[config.mk]
export PLATFORM = sky130hd
export DESIGN_NAME = spi_master40
export DESIGN_NICKNAME = d
export VERILOG_FILES = /design/src/rtl/spi_master40.sv
export SDC_FILE = /design/constraint.sdc
export NUM_CORES = 1
export LEC_CHECK = 0
export ABC_CLOCK_PERIOD_IN_PS = 2500
export CORE_ASPECT_RATIO = 0.6
export CORE_MARGIN = 2
export CORE_UTILIZATION = 45
export CTS_CLUSTER_SIZE = 14
export DETAILED_ROUTE_END_ITERATION = 7
export DONT_BUFFER_PORTS = 1
export SYNTH_ARGS = -nofsm -noshare
export SYNTH_HDL_FRONTEND = slang
export SYNTH_SLANG_ARGS = --single-unit
[constraint.sdc]
create_clock -name clk -period 2.5 [get_ports clk]
set_clock_uncertainty 0.05 [all_clocks]
set_input_delay 0.125 -clock clk [delete_from_list [all_inputs] [get_ports clk]]
set_output_delay 0.125 -clock clk [all_outputs]
set_load 0.1 [all_outputs]
[src/rtl/spi_master40.sv]
// SPI mode-0 master for the 40-bit {addr[7:0], data[31:0]} frame, MSB first.
// Full duplex: the tx word goes out on mosi while the rx word is captured from miso.
module spi_master40 #(
  parameter int CLK_DIV  = 25,
  parameter int CS_SETUP = 4,
  parameter int CS_HOLD  = 4,
  parameter int CS_GAP   = 8
) (
  input  logic        clk,
  input  logic        reset,
  input  logic        start,
  input  logic [7:0]  tx_addr,
  input  logic [31:0] tx_data,
  output logic        busy,
  output logic        done,
  output logic [7:0]  rx_addr,
  output logic [31:0] rx_data,
  output logic        sck,
  output logic        cs_n,
  output logic        mosi,
  input  logic        miso
);

  // state | meaning
  // IDLE  | cs_n high, waiting for start
  // SETUP | cs_n low, sck low, CS_SETUP cycles before the first low phase
  // SHIFT | 40 bits, CLK_DIV cycles sck low then CLK_DIV cycles sck high
  // HOLD  | sck low, last bit held on mosi for CS_HOLD cycles
  // GAP   | cs_n high, busy held for CS_GAP cycles
  typedef enum logic [2:0] {IDLE, SETUP, SHIFT, HOLD, GAP} state_t;

  localparam logic [7:0] DIV_LD   = 8'(CLK_DIV - 1);
  localparam logic [7:0] SETUP_LD = 8'(CS_SETUP - 1);
  localparam logic [7:0] HOLD_LD  = 8'(CS_HOLD - 1);
  localparam logic [7:0] GAP_LD   = 8'(CS_GAP - 1);

  state_t      state, state_nxt;
  logic [7:0]  tmr, tmr_nxt;
  logic [5:0]  bit_cnt, bit_cnt_nxt;
  logic [39:0] shift_tx, shift_tx_nxt;
  logic [39:0] shift_rx, shift_rx_nxt;
  logic        busy_nxt, done_nxt, sck_nxt, cs_n_nxt, mosi_nxt;
  logic [7:0]  rx_addr_nxt;
  logic [31:0] rx_data_nxt;

  // All outputs are registered so sck/cs_n/mosi are glitch-free at the pins.
  always_ff @(posedge clk) begin
    if (reset) begin
      state    <= IDLE;
      tmr      <= '0;
      bit_cnt  <= '0;
      shift_tx <= '0;
      shift_rx <= '0;
      busy     <= 1'b0;
      done     <= 1'b0;
      rx_addr  <= '0;
      rx_data  <= '0;
      sck      <= 1'b0;
      cs_n     <= 1'b1;
      mosi     <= 1'b0;
    end else begin
      state    <= state_nxt;
      tmr      <= tmr_nxt;
      bit_cnt  <= bit_cnt_nxt;
      shift_tx <= shift_tx_nxt;
      shift_rx <= shift_rx_nxt;
      busy     <= busy_nxt;
      done     <= done_nxt;
      rx_addr  <= rx_addr_nxt;
      rx_data  <= rx_data_nxt;
      sck      <= sck_nxt;
      cs_n     <= cs_n_nxt;
      mosi     <= mosi_nxt;
    end
  end

  always_comb begin
    state_nxt    = state;
    tmr_nxt      = tmr;
    bit_cnt_nxt  = bit_cnt;
    shift_tx_nxt = shift_tx;
    shift_rx_nxt = shift_rx;
    busy_nxt     = busy;
    done_nxt     = 1'b0;
    rx_addr_nxt  = rx_addr;
    rx_data_nxt  = rx_data;
    sck_nxt      = sck;
    cs_n_nxt     = cs_n;
    mosi_nxt     = mosi;

    case (state)
      IDLE: begin
        if (start) begin
          shift_tx_nxt = {tx_addr, tx_data};
          mosi_nxt     = tx_addr[7];
          cs_n_nxt     = 1'b0;
          busy_nxt     = 1'b1;
          tmr_nxt      = SETUP_LD;
          state_nxt    = SETUP;
        end
      end
      SETUP: begin
        if (tmr == 8'd0) begin
          tmr_nxt     = DIV_LD;
          bit_cnt_nxt = '0;
          state_nxt   = SHIFT;
        end else begin
          tmr_nxt = tmr - 8'd1;
        end
      end
      SHIFT: begin
        if (tmr != 8'd0) begin
          tmr_nxt = tmr - 8'd1;
        end else if (!sck) begin
          sck_nxt      = 1'b1;
          shift_rx_nxt = {shift_rx[38:0], miso};
          tmr_nxt      = DIV_LD;
        end else begin
          sck_nxt = 1'b0;
          if (bit_cnt == 6'd39) begin
            tmr_nxt   = HOLD_LD;
            state_nxt = HOLD;
          end else begin
            bit_cnt_nxt  = bit_cnt + 6'd1;
            shift_tx_nxt = {shift_tx[38:0], 1'b0};
            mosi_nxt     = shift_tx[38];
            tmr_nxt      = DIV_LD;
          end
        end
      end
      HOLD: begin
        if (tmr == 8'd0) begin
          cs_n_nxt    = 1'b1;
          done_nxt    = 1'b1;
          rx_addr_nxt = shift_rx[39:32];
          rx_data_nxt = shift_rx[31:0];
          tmr_nxt     = GAP_LD;
          state_nxt   = GAP;
        end else begin
          tmr_nxt = tmr - 8'd1;
        end
      end
      GAP: begin
        if (tmr == 8'd0) begin
          busy_nxt  = 1'b0;
          state_nxt = IDLE;
        end else begin
          tmr_nxt = tmr - 8'd1;
        end
      end
      default: state_nxt = IDLE;
    endcase
  end

endmodule

# Word level (Yosys, flattened, before mapping)
# Index checks and enable logic that the tools add are counted.
[totals] regBits=141 inputBits=44 output_inout_bits=45 wordCells=88
[op_classes] addsub=2 eq_ne=14 n_mux=39 bitwise=3 n_reduce_logical=18
[op_table] cell="39-bit two-way mux" n=4
[op_table] cell="39-bit one-hot mux with 2 select lines" n=1
[op_table] cell="8-bit two-way mux" n=5
[op_table] cell="8-bit one-hot mux with 5 select lines" n=1
[op_table] cell="6-bit two-way mux" n=4
[op_table] cell="3-bit two-way mux" n=7
[op_table] cell="2-bit inequality test, second input constant" n=9
[op_table] cell="3-bit one-hot mux with 5 select lines" n=1
[op_table] cell="6-bit one-hot mux with 2 select lines" n=1
[op_table] cell="3-bit AND reduction" n=4
[op_table] cell="1-bit two-way mux" n=10
[op_table] cell="5-bit two-way mux" n=2
[op_table] cell="5-bit AND reduction" n=2
[op_table] cell="8-bit logical NOT" n=1
[op_table] cell="2-bit nonzero test" n=4
[op_table] cell="8-bit nonzero test" n=1
[op_table] cell="8-bit by 1-bit subtractor with 8-bit output, second input constant" n=1
[op_table] cell="7-bit AND reduction" n=1
[op_table] cell="6-bit by 1-bit adder with 6-bit output, second input constant" n=1
[op_table] cell="3-bit by 2-bit equality test with 1-bit output, second input constant" n=2
[op_table] cell="6-bit equality test, second input constant" n=1
[op_table] cell="1-bit one-hot mux with 2 select lines" n=3
[op_table] cell="5-bit nonzero test" n=1
[op_table] cell="2-bit AND reduction" n=2
[op_table] cell="5 further kinds" n=7

# Logic depth before layout (Yosys ltp)
[logic_depth] depth_word=5 depth_mapped=8 mapped_depth_nobuf=7

# Worst setup path before layout
# Ideal clock, no wire load.
[synth_timing] path_type="register -> register" start="register sck" end="register bit_cnt[0]" setup_ns=0.070 arrival_ns=2.015 required_ns=2.380 setup_slack_ns=0.365 path_stages_with_launch=6 path_buffers=0 period_less_slack_ns=2.135 path_cell_list="dfxtp_1 > and3b_1 > o41a_1 > o21ai_0 > or3_1 > a21oi_1"
[synth_via] elab_chain_len=2
[synth_rtl] item="start: declaration" line_no="18" text="output logic sck,"
[synth_rtl] item="start signal: assignment" line_no="71" text="sck <= sck_nxt;"
[synth_rtl] item="2-bit inequality test (no line)"
[synth_rtl] item="5-bit AND reduction (no line)"
[synth_rtl] item="end signal: assignment" line_no="64" text="bit_cnt <= bit_cnt_nxt;"
[synth_rtl] item="end: declaration" line_no="39" text="logic [5:0] bit_cnt, bit_cnt_nxt;"
# No other way between the ends.
# A chain may end at the register's enable or synchronous reset.

# Final worst setup path
[layout_timing] start="register state[2]" end="register shift_tx[29]"
[layout_via] elab_chain_len=3 word_cells_on_any_way=9 classes_between="eq/ne (5); mux (1); reduce/logical (3)"
[layout_rtl] item="start: declaration" line_no="37" text="state_t state, state_nxt;"
[layout_rtl] item="start signal: assignment" line_no="62" text="state <= state_nxt;"
[layout_rtl] item="3-bit by 2-bit equality test with 1-bit output / 3-bit logical NOT (equally long branches)" line_no="91" text="case (state)"
[layout_rtl] item="2-bit inequality test (no line) / 2-bit nonzero test (equally long branches)"
[layout_rtl] item="5-bit AND reduction (no line)"
[layout_rtl] item="end signal: assignment" line_no="65" text="shift_tx <= shift_tx_nxt;"
[layout_rtl] item="end: declaration" line_no="40" text="logic [39:0] shift_tx, shift_tx_nxt;"
# Parallel ways exist; a longest one is shown, timed or not.

==> reports/metrics.csv <==
stage,metric,value,unit
global_route,grt_pass1_wl,22900,um
timing,setup_tns,0,ns
worst_setup_path,critPathSlowestCell,dlygate4sd3_1,
worst_setup_path,crit_type,register to register,
global_route,grt_start_max_net_pins,140,
drt,avgRoutedWirePerCell,14.4,um
floorplanning,core_area,12200,um^2
worst_setup_path,required,2.80,ns
clocking,htreeDepth,4,
timing,finalMaxSlewViolations,0,
final_layout,design_area,6950,um^2
yosys,synth-seq-area-share,49.5,%
power_and_ir_drop,internal_power,5.20,mW
worst_setup_path,cp.arrival,2.67,ns
drt,drc,0,
worst_setup_path,cp_num_buf_inv,3,
worst_setup_path,end_kind,register,
timing,rsz0062_at_grt,yes,
yosys,syn_avg_cell_area,7.84,um^2
drt,vias_per_cell,5.32,
run_status,violations,negative hold slack,
power_and_ir_drop,finalPower,7.93,mW
yosys,synth_cells,728,
power_and_ir_drop,pwr-share-clk,33.1,%
timing,fin_crit_sh,95.0,%
drt,drt-total-wl,13500,um
global_route,grt_antenna_before_repair,0,
final_layout,diodes,0,
hold_path,hp-class,input port to register,
timing,fin_ws,0.124,ns
power_and_ir_drop,peakVddDrop,0.620,mV
power_and_ir_drop,power_frac_comb,31.3,%
placement,port_buffers,0,
drt,firstDrtPassIters,5,
drt,ant_nets,0,
timing,period_needed,2.38,ns
yosys,synth_edf_count,0,
power_and_ir_drop,p_seq_share,35.6,%
final_layout,final_common_cell,nand2_1,
worst_setup_path,r2r_setup_slack,0.12,ns
clocking,cts_tree,yes,
worst_setup_path,path_max_fanout,30,
power_and_ir_drop,p_sw,2.73,mW
final_layout,fin_nets,810,
timing,fmaxAchievable,421,MHz
clocking,numCtsBuffers,17,
yosys,ys_types,50,
clocking,clkLatencyLatePin,0.41,ns
floorplanning,die-width,149,um
timing,relSlewSlack,38.0,%
floorplanning,rows,31,
timing,whs,-0.259,ns
final_layout,syn_to_final_growth,21.8,%
floorplanning,ios,89,
timing,finalSetupViolations,0,
clocking,cts.sinks,141,
placement,dp_hpwl,8560,um
worst_setup_path,critPathMaxStageDelay,0.59,ns
power_and_ir_drop,p_per_area,1140,nW/um^2
clocking,cts_root_buf,clkbuf_16,
final_layout,fin_util,56.9,%
clocking,cts_hold_buf,7,
placement,gp_congestion,0.870,
worst_setup_path,worst_setup_path_start_kind,register,
global_route,grt_usage,20.7,%
timing,final_hold_viol_count,135,
yosys,syn_area,5710,um^2
placement,pre_cts_ws,0.249,ns
yosys,postSynth.asyncResetShare,0,%
power_and_ir_drop,cellLeakagePower,2.54,nW
run_status,outcome,"complete, but fails checks",
final_layout,final_cell_mix,"255 x nand2_1, 141 x dfxtp_1, 95 x a21oi_1",
worst_setup_path,cp_top_family,buffers and inverters,
floorplanning,die_height,91.2,um
yosys,yosys_most_used_dff,dfxtp_1,
worst_setup_path,worstPathCellList,buf_4 -> nor2_1 -> nand2_1 -> buf_4 -> nand2_1 -> a311oi_1 -> dlygate4sd3_1,
global_route,grt_overflow_total,0,
yosys,syn_nets,775,
run,cap_violations,0,
clocking,clk_pin_slew,0.06,ns
yosys,ys_seq_elements,141,
global_route,grt_pass1_vias,4567,
drt,via_count,5003,
final_layout,drive_above_1_share,14.4,%
yosys,synth_warnings,0,
floorplanning,fp.dieArea,13600,um^2
floorplanning,initial_core_util,46.7,%
timing,worstMarginPinSlew,0.928,ns
clocking,cts_buffer_depth,2,
placement,placed_area,6210,um^2
drt,drt_iter0_markers,299,
power_and_ir_drop,swShare,34.4,%
final cells by class:
type | count | area [um^2]
Clock inverter | 11 | 155
Clock buffer | 21 | 470
Timing Repair Buffer | 70 | 578
Multi-Input combinational cell | 527 | 2690
Inverter | 6 | 22.5
Fill cell | 1119 | 5270
Sequential cell | 141 | 2820
Tap cell | 165 | 206
power by group through the flow:
stage | registers (mW) | clock network (mW) | logic, mW
finish | 2.82 | 2.63 | 2.48
global route | 2.87 | 2.78 | 2.78
global placement | 2.84 | 0 | 2.26
detailed placement | 2.85 | 0 | 2.30
CTS | 2.81 | 2.69 | 2.36
floorplan | 2.88 | 0 | 1.71
worst register-to-register path, stage by stage (launching register included):
cell           delay (ns)
dfxtp_1              0.50
buf_4                0.27
nor2_1               0.08
nand2_1              0.14
buf_4                0.31
nand2_1              0.10
a311oi_1             0.29
dlygate4sd3_1        0.59
worst paths after layout:
kind	start	depth (start not counted)	end
worst max register to register	state[2]	7	shift_tx[29]
worst min-delay path	reset	1	rx_data[6]
worst max-delay path	state[2]	7	shift_tx[29]
worst min register to register	rx_data[2]	2	rx_data[2]
routing by layer:
layer  routed length (um)  track usage [%]
met4                  106             5.48
met3                  861             6.43
met5                    0                0
met1                 6740             30.3
met2                 5840             29.2
kinds of logic after synthesis:
logic type	count (synthesis)	share of synthesized area (%)
flip-flops	141	49.5
multiplexers	1	0.175
XOR/XNOR	10	1.54
buffers and inverters	60	4.28
adder cells (fa/ha/maj)	3	0.658
AO/OA/AOI/OAI	162	18.4
AND/OR/NAND/NOR	351	25.5
through the flow:
step / hold slack [ns] / instances
floorplan: 0.211 / 728
global placement: 0.160 / 899
detailed placement: 0.163 / 899
CTS: -0.275 / 938
global route: -0.287 / 941
finish: -0.259 / 941
flip-flops by register name, indices dropped and copies added, names as in the netlist:
| name | count |
|---|---|
| cs_n | 1 |
| state | 3 |
| sck | 1 |
| shift_tx | 39 |
| done | 1 |
| mosi | 1 |
| rx_addr | 8 |
| tmr | 8 |
| bit_cnt | 6 |
| rx_data | 32 |
| busy | 1 |
| shift_rx | 40 |
cell usage after synthesis (2+ instances only):
cell type  number  area [um^2]
clkbuf_1       38          143
nand2b_1        3         18.8
nor3_2          2         20.0
a311oi_1       39          342
nor3b_1         2         15.0
nor4_1          2         12.5
xor2_1          6         52.6
nand4_1         3         18.8
dfxtp_1       141         2820
ha_1            3         37.5
nand3_1         6         30.0
a211oi_1        3         22.5
a31oi_1         2         12.5
o41a_1          2         22.5
o211ai_1        2         15.0
a21oi_1        95          475
nand2_1       255          957
or3_1           3         18.8
nor3_1          9         45.0
nor2_1         55          206
xnor2_1         4         35.0
a311o_1         2         20.0
buf_2          15         75.1
inv_1           6         22.5
nor2b_1         2         12.5
o21ai_0         3         15.0
nor4_2          2         25.0
repair_timing:
item                       in CTS  in global routing
setup endpoints to repair       0                  5
hold endpoints to repair      141                134
buffers inserted                0                  4
gates resized for setup         0                  5
No activity file was read; power rests on OpenSTA's default activity.
